`src/rtl/mem_pkg.sv`:
```
// Shared types for the memory stage: FSM state, counter sizing and pipeline-register control fields.
// No logic of its own; data fields stay as plain N-wide vectors next to these structs.
package mem_pkg;

   typedef enum logic [1:0] {
      IDLE = 2'd0,
      WAIT = 2'd1,
      DONE = 2'd2
   } state_e;

   // Wait counter must be able to hold the value TIMEOUT itself.
   function automatic int cnt_width(input int timeout);
      return $clog2(timeout + 1);
   endfunction

   typedef struct packed {
      logic       valid;
      logic       branch;
      logic       mem_read;
      logic       mem_write;
      logic       reg_write;
      logic       mem_to_reg;
      logic       zero;
      logic [4:0] rd;
   } m_ctrl_t;

   typedef struct packed {
      logic       valid;
      logic       reg_write;
      logic       mem_to_reg;
      logic       err;
      logic [4:0] rd;
   } w_ctrl_t;

endpackage

```
`src/rtl/mem_stage_if.sv`:
```
// Data-memory request/ack bundle between the memory stage (master) and the data memory (slave).
// Request fields hold steady while dm_req is high; dm_rdata is meaningful only with dm_ack.
interface mem_stage_if #(parameter int N = 64);

   logic         dm_req;
   logic         dm_we;
   logic [N-1:0] dm_addr;
   logic [N-1:0] dm_wdata;
   logic         dm_ack;
   logic [N-1:0] dm_rdata;

   modport master (output dm_req, dm_we, dm_addr, dm_wdata, input dm_ack, dm_rdata);
   modport slave  (input dm_req, dm_we, dm_addr, dm_wdata, output dm_ack, dm_rdata);

endinterface

```
`src/rtl/mem_stage_flopenr.sv`:
```
// Enabled register with synchronous active-low clear; one edge of latency, holds while en is low.
module flopenr #(
   parameter int W = 8
) (
   input  logic         clk,
   input  logic         reset,
   input  logic         en,
   input  logic [W-1:0] d,
   output logic [W-1:0] q
);

   always_ff @(posedge clk) begin
      if (!reset)  q <= '0;
      else if (en) q <= d;
   end

endmodule

```
`src/rtl/mem_stage.sv`:
```
// Memory stage: EX/MEM register, CBZ resolve, data-memory req/ack with timeout, MEM/WB register.
// E to W in 2 edges; an outstanding access stalls upstream and sends bubbles to W.
module mem_stage
   import mem_pkg::*;
#(
   parameter int N       = 64,
   parameter int TIMEOUT = 15
) (
   input  logic             clk,
   input  logic             reset,
   input  logic             valid_E,
   input  logic [N-1:0]     PCBranch_E,
   input  logic [N-1:0]     aluResult_E,
   input  logic [N-1:0]     writeData_E,
   input  logic             zero_E,
   input  logic             Branch_E,
   input  logic             MemRead_E,
   input  logic             MemWrite_E,
   input  logic             RegWrite_E,
   input  logic             MemtoReg_E,
   input  logic [4:0]       rd_E,
   output logic             stall_M,
   output logic             PCSrc_M,
   output logic [N-1:0]     PCBranch_M,
   mem_stage_if.master      dm,
   output logic             valid_W,
   output logic             RegWrite_W,
   output logic             MemtoReg_W,
   output logic             err_W,
   output logic [N-1:0]     aluResult_W,
   output logic [N-1:0]     readData_W,
   output logic [4:0]       rd_W
);

   localparam int               CNT_W  = cnt_width(TIMEOUT);
   localparam logic [CNT_W-1:0] TO_CNT = CNT_W'(TIMEOUT);
   localparam int               MW     = $bits(m_ctrl_t) + 3 * N;
   localparam int               WW     = $bits(w_ctrl_t) + 2 * N;

   m_ctrl_t          ctrl_e, ctrl_m;
   w_ctrl_t          ctrl_w_d, ctrl_w;
   logic [MW-1:0]    m_d, m_q;
   logic [WW-1:0]    w_d, w_q;
   logic [N-1:0]     alu_result_m, write_data_m, read_data_d;
   state_e           state_d, state_q;
   logic [CNT_W-1:0] cnt_d, cnt_q;
   logic             memop_m, req, timeout_hit, stall;

   // EX/MEM register; a taken branch squashes the instruction entering behind it.
   always_comb begin
      ctrl_e            = '0;
      ctrl_e.valid      = valid_E & ~PCSrc_M;
      ctrl_e.branch     = Branch_E;
      ctrl_e.mem_read   = MemRead_E;
      ctrl_e.mem_write  = MemWrite_E;
      ctrl_e.reg_write  = RegWrite_E;
      ctrl_e.mem_to_reg = MemtoReg_E;
      ctrl_e.zero       = zero_E;
      ctrl_e.rd         = rd_E;
      m_d               = {ctrl_e, PCBranch_E, aluResult_E, writeData_E};
   end

   flopenr #(.W(MW)) u_m_reg (
      .clk   (clk),
      .reset (reset),
      .en    (~stall),
      .d     (m_d),
      .q     (m_q)
   );

   assign {ctrl_m, PCBranch_M, alu_result_m, write_data_m} = m_q;

   always_ff @(posedge clk) begin
      if (!reset) begin
         state_q <= IDLE;
         cnt_q   <= '0;
      end else begin
         state_q <= state_d;
         cnt_q   <= cnt_d;
      end
   end

   // DONE is never entered; it falls into the IDLE branch.
   always_comb begin
      state_d = state_q;
      cnt_d   = cnt_q;
      case (state_q)
         WAIT: begin
            if (dm.dm_ack || timeout_hit) begin
               state_d = IDLE;
               cnt_d   = '0;
            end else begin
               cnt_d = cnt_q + 1'b1;
            end
         end
         default: begin
            state_d = IDLE;
            if (req && !dm.dm_ack) begin
               state_d = WAIT;
               cnt_d   = CNT_W'(1);
            end
         end
      endcase
   end

   // Request is combinational so a same-cycle ack costs no stall.
   always_comb begin
      memop_m     = ctrl_m.valid & (ctrl_m.mem_read | ctrl_m.mem_write);
      req         = memop_m & (state_q != DONE);
      timeout_hit = (state_q == WAIT) & (cnt_q == TO_CNT) & ~dm.dm_ack;
      stall       = req & ~dm.dm_ack & ~timeout_hit;
      PCSrc_M     = ctrl_m.valid & ctrl_m.branch & ctrl_m.zero & ~stall;
   end

   assign stall_M     = stall;
   assign dm.dm_req   = req;
   assign dm.dm_we    = ctrl_m.mem_write;
   assign dm.dm_addr  = alu_result_m;
   assign dm.dm_wdata = write_data_m;

   always_comb begin
      ctrl_w_d            = '0;
      ctrl_w_d.valid      = ctrl_m.valid & ~stall;
      ctrl_w_d.reg_write  = ctrl_m.reg_write & ctrl_m.valid & ~stall & ~timeout_hit;
      ctrl_w_d.mem_to_reg = ctrl_m.mem_to_reg;
      ctrl_w_d.err        = timeout_hit;
      ctrl_w_d.rd         = ctrl_m.rd;
      read_data_d         = (req && dm.dm_ack) ? dm.dm_rdata : '0;
      w_d                 = {ctrl_w_d, alu_result_m, read_data_d};
   end

   flopenr #(.W(WW)) u_w_reg (
      .clk   (clk),
      .reset (reset),
      .en    (1'b1),
      .d     (w_d),
      .q     (w_q)
   );

   assign {ctrl_w, aluResult_W, readData_W} = w_q;
   assign valid_W    = ctrl_w.valid;
   assign RegWrite_W = ctrl_w.reg_write;
   assign MemtoReg_W = ctrl_w.mem_to_reg;
   assign err_W      = ctrl_w.err;
   assign rd_W       = ctrl_w.rd;

endmodule

```
`src/flat_wrapper.sv`:
```
// flat-port wrapper written by rule: the top's interface ports become plain ports
module mem_stage_flat import mem_pkg::*;
#(
   parameter int N       = 64,
   parameter int TIMEOUT = 15
)
  (clk, reset, valid_E, PCBranch_E, aluResult_E, writeData_E, zero_E, Branch_E, MemRead_E, MemWrite_E, RegWrite_E, MemtoReg_E, rd_E, stall_M, PCSrc_M, PCBranch_M, valid_W, RegWrite_W, MemtoReg_W, err_W, aluResult_W, readData_W, rd_W, dm_dm_req, dm_dm_we, dm_dm_addr, dm_dm_wdata, dm_dm_ack, dm_dm_rdata);
  mem_stage_if #(.N(N)) dm_i ();
  input  logic clk;
  input  logic reset;
  input  logic valid_E;
  input  logic [N-1:0] PCBranch_E;
  input  logic [N-1:0] aluResult_E;
  input  logic [N-1:0] writeData_E;
  input  logic zero_E;
  input  logic Branch_E;
  input  logic MemRead_E;
  input  logic MemWrite_E;
  input  logic RegWrite_E;
  input  logic MemtoReg_E;
  input  logic [4:0] rd_E;
  output logic stall_M;
  output logic PCSrc_M;
  output logic [N-1:0] PCBranch_M;
  output logic valid_W;
  output logic RegWrite_W;
  output logic MemtoReg_W;
  output logic err_W;
  output logic [N-1:0] aluResult_W;
  output logic [N-1:0] readData_W;
  output logic [4:0] rd_W;
  output wire logic [$bits(dm_i.dm_req)-1:0] dm_dm_req;
  output wire logic [$bits(dm_i.dm_we)-1:0] dm_dm_we;
  output wire logic [$bits(dm_i.dm_addr)-1:0] dm_dm_addr;
  output wire logic [$bits(dm_i.dm_wdata)-1:0] dm_dm_wdata;
  input wire logic [$bits(dm_i.dm_ack)-1:0] dm_dm_ack;
  input wire logic [$bits(dm_i.dm_rdata)-1:0] dm_dm_rdata;
  assign dm_dm_req = dm_i.dm_req;
  assign dm_dm_we = dm_i.dm_we;
  assign dm_dm_addr = dm_i.dm_addr;
  assign dm_dm_wdata = dm_i.dm_wdata;
  assign dm_i.dm_ack = dm_dm_ack;
  assign dm_i.dm_rdata = dm_dm_rdata;
  mem_stage #(.N(N), .TIMEOUT(TIMEOUT)) u_core (.clk(clk), .reset(reset), .valid_E(valid_E), .PCBranch_E(PCBranch_E), .aluResult_E(aluResult_E), .writeData_E(writeData_E), .zero_E(zero_E), .Branch_E(Branch_E), .MemRead_E(MemRead_E), .MemWrite_E(MemWrite_E), .RegWrite_E(RegWrite_E), .MemtoReg_E(MemtoReg_E), .rd_E(rd_E), .stall_M(stall_M), .PCSrc_M(PCSrc_M), .PCBranch_M(PCBranch_M), .dm(dm_i), .valid_W(valid_W), .RegWrite_W(RegWrite_W), .MemtoReg_W(MemtoReg_W), .err_W(err_W), .aluResult_W(aluResult_W), .readData_W(readData_W), .rd_W(rd_W));
endmodule
```
`config.mk`:
```
export PLATFORM = sky130hd
export DESIGN_NAME = mem_stage_flat
export DESIGN_NICKNAME = d
export VERILOG_FILES = /design/src/rtl/mem_pkg.sv /design/src/rtl/mem_stage_if.sv /design/src/rtl/mem_stage_flopenr.sv /design/src/rtl/mem_stage.sv /design/src/flat_wrapper.sv
export SDC_FILE = /design/constraint.sdc
export NUM_CORES = 1
export LEC_CHECK = 0
export ABC_CLOCK_PERIOD_IN_PS = 2100
export CAP_MARGIN = 20
export CELL_PAD_IN_SITES_DETAIL_PLACEMENT = 1
export CELL_PAD_IN_SITES_GLOBAL_PLACEMENT = 2
export CORE_AREA = 2 2 238 240
export CTS_CLUSTER_DIAMETER = 50
export CTS_CLUSTER_SIZE = 24
export DETAILED_ROUTE_END_ITERATION = 7
export DIE_AREA = 0 0 240 242
export HOLD_SLACK_MARGIN = 0.02
export PLACE_DENSITY = 0.78
export SKIP_LAST_GASP = 1
export SYNTH_ARGS = -nofsm -noshare
export SYNTH_HDL_FRONTEND = slang
export SYNTH_SLANG_ARGS = --single-unit
```
`constraint.sdc`:
```
create_clock -name clk -period 2.1 [get_ports clk]
set_input_delay 0.42 -clock clk [delete_from_list [all_inputs] [get_ports clk]]
set_output_delay 0.42 -clock clk [all_outputs]
set_load 0.02 [all_outputs]
```
==> out/qor.yml <==
max_stage_delay_ps: 350
drtPass1Iterations: 4
postLayoutCoreUtil: 0.3527
setup.worst_path.end: "stall_M"
final_layout_size_suffix_gt1_frac: 0.06569
grt_setup_unrepaired: "yes"
clock-sinks: 346
drtAntennaViolNets: 0
avgSynthCellArea_sq_um: 8.942
synth_area_leaders: "dfxtp_1 55%, buf_4 12%, nand2_1 8.2%, and2_1 6.6%, o21ai_0 6.5%"
grt_usage: 0.1446
worst_pin_slew_ps: 551.5
final-setup-viol-count: 2
cts-buffers-inserted: 44
syn_to_final_growth_pct: 55.24
reg2reg_slack_ps: 140
ir_drop_mv: 0.6238
violations: "negative setup slack"
yosysSeqAreaShare: 0.5470
first_global_vias: 11030
synth-edff-count: 0
holdWs_ps: 262.9
finalClockSkew_ps: 18.81
yosys-top-cells-count: "346 x dfxtp_1, 275 x nand2_1, 203 x buf_4"
fin_ws_ps: -188.3
worstSetupPathType: "register to output port"
wire_per_inst_microns: 16.59
io-pin-count: 604
rr_endpoint: "u_core.u_m_reg.q[133]$_SDFFE_PN0N_"
yosysWarnings: 0
synth_seq_cells: 346
cts.clk_slew.worst_paths_ps: 60
core_area_sq_um: 55730
cts_max_level: 2
layout.nets: 2079
r2r_start: "u_core.cnt_q[1]$_SDFFE_PN0P_"
grt_start_max_net_pins: 141
cts_tree: "done"
crit_fanout: 4
leakage_nw: 7.418
antenna_found_initial: 8
vias: 10460
dpl.hpwl_microns: 32170
clkLatencyLatePin_ps: 570
synth_top_area_frac: 0.5470
via_per_inst: 4.020
grt_first_pass_wirelength_microns: 64840
worstSetupStartpointType: "register"
place.port_buffers: 603
slew_headroom: 0.6323
cap_violations: 0
start_util: 0.2272
hold_viol: 0
syn-num-nets: 1688
grt-ovfl-total: 0
fmax_ghz: 0.4370
clock_path_buffers: 3
r2r_cells: 9
postCtsHoldBufs: 0
drc: 0
cp-startpoint: "u_core.cnt_q[1]$_SDFFE_PN0P_"
async_reset_ff_frac: 0
die_w_microns: 240
yosysMostFrequentCell: "dfxtp_1"
root_buffer: "clkbuf_16"
fill_cells: 6422
place_congestion: 0.7987
die_y_microns: 242
synthFlopType: "dfxtp_1"
die_area_sq_um: 58080
power_density_nw_per_um2: 867.4
period_needed_ps: 2288
slew_violations: 0
arrival_ps: 1870
ys_types: 29
synth_top_cell_by_area: "dfxtp_1"
crit_slowest_cell: "dfxtp_2"
wl_microns: 43150
syn_inst: 1416
endpoint_kind: "output port"
cpMostUsedCell: "buf_4"
core.rowCount: 87
status: "complete, but fails checks"
drt-initial-drc-count: 255
hold_path_class: "input pin to register"
layout_worst_path_cycle_share: 1.090
critical_path_required_ps: 1680
netlist_area_sq_um: 12660
crit_chain: "ha_4 > nand4_1 > nor3b_4 > buf_4 > buf_12 > buf_4"
-- state kept, by name (all words and copies together), names as in the netlist --
| register | cells |
|---|---|
| u_core.cnt_q | 4 |
| u_core.u_m_reg.q | 204 |
| u_core.u_w_reg.q | 137 |
| u_core.state_q | 1 |
-- worst max-delay path, delay by kind of cell (launching register included) --
kind,cells,cell delay [ps]
simple gates,2,380
flops,1,350
buf+inv,3,440
fa+ha+maj,1,130
-- layout make-up --
type                    instances  area (sq um)  share of cell area
multi-input cells             777          3795              0.1931
repair buffers                635          6416              0.3264
flip-flops and latches        346          6929              0.3525
well taps                     756         945.9             0.04812
clock inverters                32         390.4             0.01986
clock buffers                  49          1161             0.05907
diodes                          3         7.507           0.0003819
inverters                       3         11.26           0.0005729
-- worst min path at each step --
stage                                              endpoint  cells past startpoint                                from
after global placement     u_core.u_w_reg.q[129]$_SDFF_PN0_                      1  u_core.u_m_reg.q[193]$_SDFFE_PN0N_
after detailed placement   u_core.u_w_reg.q[132]$_SDFF_PN0_                      1  u_core.u_m_reg.q[196]$_SDFFE_PN0N_
after floorplan            u_core.u_w_reg.q[128]$_SDFF_PN0_                      1  u_core.u_m_reg.q[192]$_SDFFE_PN0N_
after CTS                 u_core.u_m_reg.q[41]$_SDFFE_PN0N_                      3                               reset
final                     u_core.u_m_reg.q[68]$_SDFFE_PN0N_                      3                               reset
after global routing      u_core.u_m_reg.q[41]$_SDFFE_PN0N_                      3                               reset
-- what timing repair did --
item                       CTS  global route
setup buffers                5             2
resized for setup           19             6
pin swaps                    3             1
setup endpoints to repair    5            54
-- layer usage --
layer | part of all wire | track usage | wire length, microns | vias up
met4 | 0.033 | 0.05316 | 1437 | 8
met1 | 0.37 | 0.1518 | 16090 | 4811
met5 | 0.0010 | 0 | 44 | -
li1 | - | - | - | 5179
met2 | 0.49 | 0.2508 | 21050 | 370
met3 | 0.10 | 0.06723 | 4519 | 87
-- through the flow --
stage	total power, mW	TNS [ps]	instance area (sq um)	instances	setup slack, ps
after floorplan	8.269	0	12660	1416	45.10
after CTS	17.38	-439.3	19610	2597	-224.3
after global placement	9.244	-4627	18000	2511	-345.0
after detailed placement	9.284	-8135	18000	2511	-312.2
final	17.05	-369.8	19660	2601	-188.3
after global routing	17.81	-916.2	19650	2600	-288.3
-- kinds of logic (layout without fill, tap and decap cells) --
| family | after synthesis | in the layout | synth area share |
|---|---|---|---|
| other | 0 | 3 | 0 |
| buffers and inverters | 293 | 719 | 0.1554 |
| AO/OA/AOI/OAI | 218 | 218 | 0.08844 |
| AND/OR/NAND/NOR | 558 | 558 | 0.2081 |
| flip-flops | 346 | 346 | 0.5470 |
| adder cells (fa/ha/maj) | 1 | 1 | 0.0009880 |
-- report_power, final --
part / switching [mW] / leakage [nW] / internal, mW
sequential: 0.144 / 2.86 / 6.89
combinational: 0.980 / 3.81 / 1.11
clock: 3.29 / 0.756 / 4.64
total: 4.41 / 7.42 / 12.6
-- layout by cell type, fill, tap and decap left out, types with 4 or more instances in the layout --
cell type / netlist / layout
clkdlybuf4s50_1: 0 / 595
dfxtp_1: 346 / 344
nand2_1: 275 / 275
o21ai_0: 165 / 165
nand3_1: 135 / 135
and2_1: 134 / 134
clkbuf_16: 0 / 45
o21ai_1: 40 / 40
buf_4: 203 / 21
buf_12: 0 / 10
clkinv_2: 0 / 8
nor2_1: 5 / 4
inv_6: 0 / 4
clkinvlp_4: 0 / 4
bufinv_16: 0 / 4
(Power assumes the default switching activity.)
